File: src/rtl/fmul_sched_pkg.sv
// Shared types and constants for the fmul scheduler: FSM states, IEEE flag bit positions,
// datapath widths and the minimum latency the attached fmul needs.
package fmul_sched_pkg;
    localparam int DATA_W       = 32;
    localparam int FLAG_W       = 5;
    localparam int ID_W         = 3;
    localparam int FMUL_MIN_LAT = 5;

    // Bit positions inside the {NV,DZ,OF,UF,NX} flag vector
    localparam int FLAG_NV = 4;
    localparam int FLAG_DZ = 3;
    localparam int FLAG_OF = 2;
    localparam int FLAG_UF = 1;
    localparam int FLAG_NX = 0;

    typedef enum logic [1:0] {IDLE, ISSUE, BUSY, DONE} state_t;
endpackage

File: src/rtl/fmul_sched_if.sv
// Request/response/fmul bundle of the fmul scheduler. The acc_clr/acc_flag members exist
// only when FMUL_SCHED_FLAG_ACC_EN is defined.
interface fmul_sched_if
    import fmul_sched_pkg::*;
#(
    parameter int NREQ = 4
);
    logic [NREQ-1:0]        req_valid;
    logic [DATA_W*NREQ-1:0] req_x;
    logic [DATA_W*NREQ-1:0] req_y;
    logic [NREQ-1:0]        req_ready;
    logic                   rsp_valid;
    logic                   rsp_ready;
    logic [ID_W-1:0]        rsp_id;
    logic [DATA_W-1:0]      rsp_rslt;
    logic [FLAG_W-1:0]      rsp_flag;
    logic                   fmul_req;
    logic [DATA_W-1:0]      fmul_x;
    logic [DATA_W-1:0]      fmul_y;
    logic [DATA_W-1:0]      fmul_rslt;
    logic [FLAG_W-1:0]      fmul_flag;
`ifdef FMUL_SCHED_FLAG_ACC_EN
    logic [NREQ-1:0]        acc_clr;
    logic [FLAG_W*NREQ-1:0] acc_flag;
`endif

    // Scheduler side
    modport slave (
        input  req_valid, req_x, req_y, rsp_ready, fmul_rslt, fmul_flag,
        output req_ready, rsp_valid, rsp_id, rsp_rslt, rsp_flag, fmul_req, fmul_x, fmul_y
`ifdef FMUL_SCHED_FLAG_ACC_EN
        , input acc_clr, output acc_flag
`endif
    );

    // Requesters, consumer and fmul as seen from outside the scheduler
    modport master (
        output req_valid, req_x, req_y, rsp_ready, fmul_rslt, fmul_flag,
        input  req_ready, rsp_valid, rsp_id, rsp_rslt, rsp_flag, fmul_req, fmul_x, fmul_y
`ifdef FMUL_SCHED_FLAG_ACC_EN
        , output acc_clr, input acc_flag
`endif
    );
endinterface

File: src/rtl/fmul_sched_rr_arb.sv
// Combinational round-robin arbiter: picks the first requesting index at or above ptr,
// wrapping to 0, and returns it both one-hot and encoded.
module rr_arb
    import fmul_sched_pkg::*;
#(
    parameter int NREQ = 4
) (
    input  logic [NREQ-1:0] req,
    input  logic [ID_W-1:0] ptr,
    output logic [NREQ-1:0] grant,
    output logic [ID_W-1:0] idx
);
    logic [2*NREQ-1:0] rot;
    logic              found;
    int                pos;

    // Rotating a doubled copy puts the requester at ptr in bit 0
    assign rot = {req, req} >> ptr;

    always_comb begin
        grant = '0;
        idx   = '0;
        found = 1'b0;
        pos   = 0;
        for (int j = 0; j < NREQ; j++) begin
            if (!found && rot[j]) begin
                found = 1'b1;
                pos   = int'(ptr) + j;
                if (pos >= NREQ) pos = pos - NREQ;
                idx   = ID_W'(pos);
                grant = NREQ'(1) << idx;
            end
        end
    end
endmodule

File: src/rtl/fmul_sched.sv
// fmul_sched: shares one multi-cycle fmul among NREQ requesters with round-robin grant.
// Define FMUL_SCHED_FLAG_ACC_EN to add the per-requester sticky flag accumulator.
module fmul_sched
    import fmul_sched_pkg::*;
#(
    parameter int NREQ = 4,
    parameter int LAT  = 5
) (
    input logic         clk,
    input logic         reset,
    fmul_sched_if.slave bus
);
    localparam int CNT_W = $clog2(LAT + 1);

    state_t            state_q, state_d;
    logic [ID_W-1:0]   rr_ptr_q, rr_ptr_d;
    logic [ID_W-1:0]   op_id_q, op_id_d;
    logic [CNT_W-1:0]  cnt_q, cnt_d;
    logic              fmul_req_q, fmul_req_d;
    logic [DATA_W-1:0] fmul_x_q, fmul_x_d;
    logic [DATA_W-1:0] fmul_y_q, fmul_y_d;
    logic              rsp_valid_q, rsp_valid_d;
    logic [ID_W-1:0]   rsp_id_q, rsp_id_d;
    logic [DATA_W-1:0] rsp_rslt_q, rsp_rslt_d;
    logic [FLAG_W-1:0] rsp_flag_q, rsp_flag_d;
    logic [NREQ-1:0]   grant;
    logic [ID_W-1:0]   grant_idx;
    logic              rsp_hs;

    rr_arb #(.NREQ(NREQ)) u_arb (
        .req  (bus.req_valid),
        .ptr  (rr_ptr_q),
        .grant(grant),
        .idx  (grant_idx)
    );

    assign bus.req_ready = (state_q == IDLE) ? grant : '0;
    assign rsp_hs        = rsp_valid_q & bus.rsp_ready;

    always_comb begin
        state_d     = state_q;
        rr_ptr_d    = rr_ptr_q;
        op_id_d     = op_id_q;
        cnt_d       = cnt_q;
        fmul_req_d  = 1'b0;
        fmul_x_d    = fmul_x_q;
        fmul_y_d    = fmul_y_q;
        rsp_valid_d = rsp_valid_q;
        rsp_id_d    = rsp_id_q;
        rsp_rslt_d  = rsp_rslt_q;
        rsp_flag_d  = rsp_flag_q;
        unique case (state_q)
            IDLE: begin
                if (|grant) begin
                    fmul_x_d   = bus.req_x[DATA_W*grant_idx +: DATA_W];
                    fmul_y_d   = bus.req_y[DATA_W*grant_idx +: DATA_W];
                    op_id_d    = grant_idx;
                    rr_ptr_d   = (grant_idx == ID_W'(NREQ - 1)) ? '0 : grant_idx + 1'b1;
                    fmul_req_d = 1'b1;
                    state_d    = ISSUE;
                end
            end
            ISSUE: begin
                cnt_d   = CNT_W'(LAT - 1);
                state_d = BUSY;
            end
            BUSY: begin
                cnt_d = cnt_q - 1'b1;
                // Last busy cycle: the fmul output is valid now
                if (cnt_q == CNT_W'(1)) begin
                    rsp_rslt_d  = bus.fmul_rslt;
                    rsp_flag_d  = bus.fmul_flag;
                    rsp_id_d    = op_id_q;
                    rsp_valid_d = 1'b1;
                    state_d     = DONE;
                end
            end
            DONE: begin
                if (rsp_hs) begin
                    rsp_valid_d = 1'b0;
                    state_d     = IDLE;
                end
            end
            default: state_d = IDLE;
        endcase
    end

    always_ff @(posedge clk) begin
        if (reset) begin
            state_q     <= IDLE;
            rr_ptr_q    <= '0;
            op_id_q     <= '0;
            cnt_q       <= '0;
            fmul_req_q  <= 1'b0;
            fmul_x_q    <= '0;
            fmul_y_q    <= '0;
            rsp_valid_q <= 1'b0;
            rsp_id_q    <= '0;
            rsp_rslt_q  <= '0;
            rsp_flag_q  <= '0;
        end else begin
            state_q     <= state_d;
            rr_ptr_q    <= rr_ptr_d;
            op_id_q     <= op_id_d;
            cnt_q       <= cnt_d;
            fmul_req_q  <= fmul_req_d;
            fmul_x_q    <= fmul_x_d;
            fmul_y_q    <= fmul_y_d;
            rsp_valid_q <= rsp_valid_d;
            rsp_id_q    <= rsp_id_d;
            rsp_rslt_q  <= rsp_rslt_d;
            rsp_flag_q  <= rsp_flag_d;
        end
    end

    assign bus.fmul_req  = fmul_req_q;
    assign bus.fmul_x    = fmul_x_q;
    assign bus.fmul_y    = fmul_y_q;
    assign bus.rsp_valid = rsp_valid_q;
    assign bus.rsp_id    = rsp_id_q;
    assign bus.rsp_rslt  = rsp_rslt_q;
    assign bus.rsp_flag  = rsp_flag_q;

`ifdef FMUL_SCHED_FLAG_ACC_EN
    logic [FLAG_W*NREQ-1:0] acc_q, acc_d;

    // Clear first, then OR in the accepted response, so a same-cycle clear keeps the new flags
    always_comb begin
        acc_d = acc_q;
        for (int i = 0; i < NREQ; i++) begin
            if (bus.acc_clr[i]) acc_d[FLAG_W*i +: FLAG_W] = '0;
            if (rsp_hs && (rsp_id_q == ID_W'(i)))
                acc_d[FLAG_W*i +: FLAG_W] = acc_d[FLAG_W*i +: FLAG_W] | rsp_flag_q;
        end
    end

    always_ff @(posedge clk) begin
        if (reset) acc_q <= '0;
        else       acc_q <= acc_d;
    end

    assign bus.acc_flag = acc_q;
`endif
endmodule

File: src/flat_wrapper.sv
// flat-port wrapper written by rule: the top's interface ports become plain ports
module fmul_sched_flat import fmul_sched_pkg::*;
#(
    parameter int NREQ = 4,
    parameter int LAT  = 5
)
  (clk, reset, bus_req_valid, bus_req_x, bus_req_y, bus_rsp_ready, bus_fmul_rslt, bus_fmul_flag, bus_req_ready, bus_rsp_valid, bus_rsp_id, bus_rsp_rslt, bus_rsp_flag, bus_fmul_req, bus_fmul_x, bus_fmul_y);
  fmul_sched_if #(.NREQ(NREQ)) bus_i ();
  input logic clk;
  input logic reset;
  input wire logic [$bits(bus_i.req_valid)-1:0] bus_req_valid;
  input wire logic [$bits(bus_i.req_x)-1:0] bus_req_x;
  input wire logic [$bits(bus_i.req_y)-1:0] bus_req_y;
  input wire logic [$bits(bus_i.rsp_ready)-1:0] bus_rsp_ready;
  input wire logic [$bits(bus_i.fmul_rslt)-1:0] bus_fmul_rslt;
  input wire logic [$bits(bus_i.fmul_flag)-1:0] bus_fmul_flag;
  output wire logic [$bits(bus_i.req_ready)-1:0] bus_req_ready;
  output wire logic [$bits(bus_i.rsp_valid)-1:0] bus_rsp_valid;
  output wire logic [$bits(bus_i.rsp_id)-1:0] bus_rsp_id;
  output wire logic [$bits(bus_i.rsp_rslt)-1:0] bus_rsp_rslt;
  output wire logic [$bits(bus_i.rsp_flag)-1:0] bus_rsp_flag;
  output wire logic [$bits(bus_i.fmul_req)-1:0] bus_fmul_req;
  output wire logic [$bits(bus_i.fmul_x)-1:0] bus_fmul_x;
  output wire logic [$bits(bus_i.fmul_y)-1:0] bus_fmul_y;
  assign bus_i.req_valid = bus_req_valid;
  assign bus_i.req_x = bus_req_x;
  assign bus_i.req_y = bus_req_y;
  assign bus_i.rsp_ready = bus_rsp_ready;
  assign bus_i.fmul_rslt = bus_fmul_rslt;
  assign bus_i.fmul_flag = bus_fmul_flag;
  assign bus_req_ready = bus_i.req_ready;
  assign bus_rsp_valid = bus_i.rsp_valid;
  assign bus_rsp_id = bus_i.rsp_id;
  assign bus_rsp_rslt = bus_i.rsp_rslt;
  assign bus_rsp_flag = bus_i.rsp_flag;
  assign bus_fmul_req = bus_i.fmul_req;
  assign bus_fmul_x = bus_i.fmul_x;
  assign bus_fmul_y = bus_i.fmul_y;
  fmul_sched #(.NREQ(NREQ), .LAT(LAT)) u_core (.clk(clk), .reset(reset), .bus(bus_i));
endmodule
File: config.mk
export PLATFORM = sky130hd
export DESIGN_NAME = fmul_sched_flat
export DESIGN_NICKNAME = d
export VERILOG_FILES = /design/src/rtl/fmul_sched_pkg.sv /design/src/rtl/fmul_sched_if.sv /design/src/rtl/fmul_sched_rr_arb.sv /design/src/rtl/fmul_sched.sv /design/src/flat_wrapper.sv
export SDC_FILE = /design/constraint.sdc
export NUM_CORES = 1
export LEC_CHECK = 0
export CAP_MARGIN = 20
export CELL_PAD_IN_SITES_DETAIL_PLACEMENT = 0
export CELL_PAD_IN_SITES_GLOBAL_PLACEMENT = 1
export CORE_AREA = 3 3 176 178
export CTS_CLUSTER_SIZE = 14
export DETAILED_ROUTE_END_ITERATION = 6
export DIE_AREA = 0 0 179 181
export PLACE_DENSITY_LB_ADDON = 0.1
export SKIP_CTS_REPAIR_TIMING = 1
export SYNTH_ARGS = -nofsm -noshare
export SYNTH_HDL_FRONTEND = slang
export SYNTH_SLANG_ARGS = --single-unit
File: constraint.sdc
create_clock -name clk -period 3.05 [get_ports clk]
set_input_delay 0.305 -clock clk [delete_from_list [all_inputs] [get_ports clk]]
set_output_delay 0.305 -clock clk [all_outputs]
set_load 0.005 [all_outputs]
==> results.ini <==
[outcome]
status = completed

[die]
num_rows = 63
ios = 410
die_height_um = 181
die_w_um = 179
initial_utilization_pct = 22.9
core_area_um2 = 29600
die-area_um2 = 32400

[synth]
syn_area_per_cell_um2 = 7.47
synth_area_um2 = 6780
synth_nets = 1221
synth_seq_cells = 117
synth-seq-area-share_pct = 34.5
yosys_warnings = 0
syn_inst = 908
yosysUniqueCellTypes = 43

[timing]
period_minus_slack_ns = 2.96
setup_viol = 0
fin_setup_tns_ns = 0
drv_slew = 0
tightest_slew_ns = 0.660
worst_slack_ns = 0.0862
max_freq_mhz = 337
fin_skew_ns = 0.0113
max_slew_margin_pct = 56.0
finalHoldViolCount = 0
fin_crit_sh_pct = 97.2

[worst_setup_path]
critPathMaxFanout = 34
slowest_delay_ns = 0.57
path_buf_inv = 5
critical_path_required_ns = 3.41
critPathArrivalTime_ns = 3.32
r2r_cells = 10
path_cells = clkdlybuf4s50_1 -> buf_4 -> mux4_2 -> buf_6 -> nand2_1 -> o31ai_1 -> a221o_1 -> buf_4 -> o41ai_4 -> and2b_2 -> buf_12 -> a32o_1
r2r_slack_ns = 0.11
endpoint_kind = flip-flop
r2r_end = u_core.bus.fmul_y[29]
r2r_start = u_core.rr_ptr_q[1]
cp_common_cell = buf_4
critPathLaunchType = input port
path_delay_family = buffers and inverters
critical_path_class = in -> reg
crit_slowest_cell = mux4_2

[placed_design]
io_buffers = 409
gp_congestion = 0.848
detailedPlace.worstSlack_ns = -0.237
hpwl_um = 25500
dp.cells = 1676

[final_layout]
layout_commonest_cell = clkdlybuf4s50_1
regArea_um2 = 2350
multi_input_area_um2 = 4020
final_core_util_pct = 42.1
final_nets = 1623
final_cell_count_no_fill = 1715
layout_common_cells = clkdlybuf4s50_1, nand3_1, o21ai_0
nFillCells = 3020
drive_gt1_share_pct = 10.3
area_delta_synth_final_pct = 83.5

[routing]
vias = 8455
wl_um = 34300
post_drt_via_cell_ratio = 4.93
drt-initial-drc-count = 482
firstDrtPassIters = 5
drc = 0
wire_per_inst_um = 20.0
antenna_left = 0

[global_route]
antenna_found_initial = 3
grt_max_degree = 89
grt_pass1_wl_um = 51400
track_usage_pct = 20.6
grt_pass1_vias = 8489
gr-total-overflow = 0

[clock_tree]
cts_root_buffer = clkbuf_16
cts.sinks = 117
cts_tree = yes
clock_latency_ns = 0.42
cts.path.max_buffers = 2
numCtsBuffers = 17
htree_num_levels = 4
clkTransAtPathRegs_ns = 0.07

[power]
power_density_nw_per_um2 = 741
p_leak_uw = 0.00463
peakVddDrop_mv = 0.457

[min_path]
min_to = u_core.bus.fmul_req
whs_path_depth = 3
hp-start = reset
hold_path_class = in -> reg

[job]
drv_cap = 0

==> through the flow <==
step | hold slack, ns | instance area (um^2) | power [uW]
final | 0.335 | 12400 | 9220
after global routing | 0.335 | 12400 | 9920
after CTS | 0.320 | 12300 | 9290
after detailed placement | 0.446 | 11700 | 7230
after global placement | 0.441 | 11700 | 7220
after floorplan | 0.427 | 6780 | 4770
==> layer usage <==
layer / GRT usage (%) / vias to the layer above / wire length (um)
li1: - / 4163 / -
met1: 24.5 / 3945 / 13600
met2: 35.0 / 314 / 17100
met3: 6.91 / 31 / 2860
met4: 5.83 / 2 / 680
met5: 0 / - / 9
==> worst max-delay path by stage <==
| stage | startpoint | endpoint | depth (start not counted) |
|---|---|---|---|
| after global placement | bus_req_valid[0] | bus_req_ready[1] | 8 |
| after floorplan | u_core.rr_ptr_q[0] | u_core.rr_ptr_q[1] | 11 |
| final | bus_req_valid[2] | u_core.bus.fmul_y[29] | 12 |
| after global routing | bus_req_valid[2] | u_core.bus.fmul_y[23] | 12 |
| after detailed placement | bus_req_valid[0] | bus_req_ready[1] | 8 |
| after CTS | u_core.rr_ptr_q[0] | bus_req_ready[1] | 6 |
==> logic make-up after synthesis <==
kind of cell,synth area share (%)
buffers and inverters,7.99
AO/OA/AOI/OAI,25.7
multiplexers,2.10
flip-flops,34.5
adder cells (fa/ha/maj),2.40
AND/OR/NAND/NOR,27.3
==> cell usage after synthesis <==
library cell / count / area (um^2)
nand2_1: 94 / 353
a221o_1: 4 / 40.0
ha_1: 13 / 163
and2_1: 7 / 43.8
nand3_1: 258 / 1290
dfxtp_1: 117 / 2340
o211a_1: 1 / 10.0
mux2i_1: 6 / 60.1
nor2_1: 5 / 18.8
nor2b_1: 3 / 18.8
buf_6: 12 / 135
o22ai_1: 1 / 6.26
o41ai_4: 1 / 27.5
or4bb_1: 1 / 11.3
a32o_1: 64 / 641
a211oi_1: 1 / 7.51
inv_1: 15 / 56.3
a222oi_1: 1 / 10.0
and2b_1: 1 / 7.51
o21ai_0: 129 / 646
a2bb2oi_1: 1 / 8.76
mux4_2: 3 / 67.6
or3b_2: 3 / 26.3
inv_2: 1 / 3.75
clkbuf_1: 74 / 278
nand2b_1: 6 / 37.5
o31ai_1: 4 / 30.0
nand3b_1: 1 / 7.51
nor3_1: 1 / 5.00
o211ai_1: 4 / 30.0
a21oi_1: 47 / 235
o21a_1: 2 / 15.0
nor4_1: 1 / 6.26
mux2_4: 1 / 15.0
a41o_1: 1 / 10.0
or3_1: 1 / 6.26
buf_1: 13 / 48.8
or2_2: 1 / 6.26
o211a_2: 1 / 10.0
nand4_1: 2 / 12.5
a31oi_1: 1 / 6.26
buf_2: 4 / 20.0
a31o_2: 1 / 8.76
==> flip-flops by register name (all words and copies together) (netlist names) <==
name,count
u_core.bus.rsp_valid,1
u_core.bus.rsp_flag,5
u_core.cnt_q,3
u_core.state_q,2
u_core.bus.fmul_req,1
u_core.bus.fmul_x,32
u_core.bus.fmul_y,32
u_core.bus.rsp_rslt,32
u_core.op_id_q,3
u_core.rr_ptr_q,3
u_core.bus.rsp_id,3
==> worst reg2reg max path: stages, from the launching register on <==
cell	delay, ns
dfxtp_1	0.37
mux4_2	0.64
buf_6	0.17
nand2_1	0.06
o31ai_1	0.08
a221o_1	0.29
buf_4	0.15
o41ai_4	0.44
and2b_2	0.29
buf_12	0.21
a32o_1	0.18
==> final cells by class <==
type / instances / area share (%)
diodes: 2 / 0.0402
clock buffers: 17 / 3.42
clock inverters: 15 / 1.25
inverters: 16 / 0.483
multi-input cells: 672 / 32.3
flip-flops and latches: 117 / 18.8
well taps: 390 / 3.92
repair buffers: 486 / 39.8
==> where the power goes <==
part | internal [uW] | total, uW | switching (uW)
Combinational | 2520 | 5230 | 2710
Clock | 1090 | 2010 | 918
Sequential | 1820 | 1980 | 155
(Power assumes the default switching activity.)
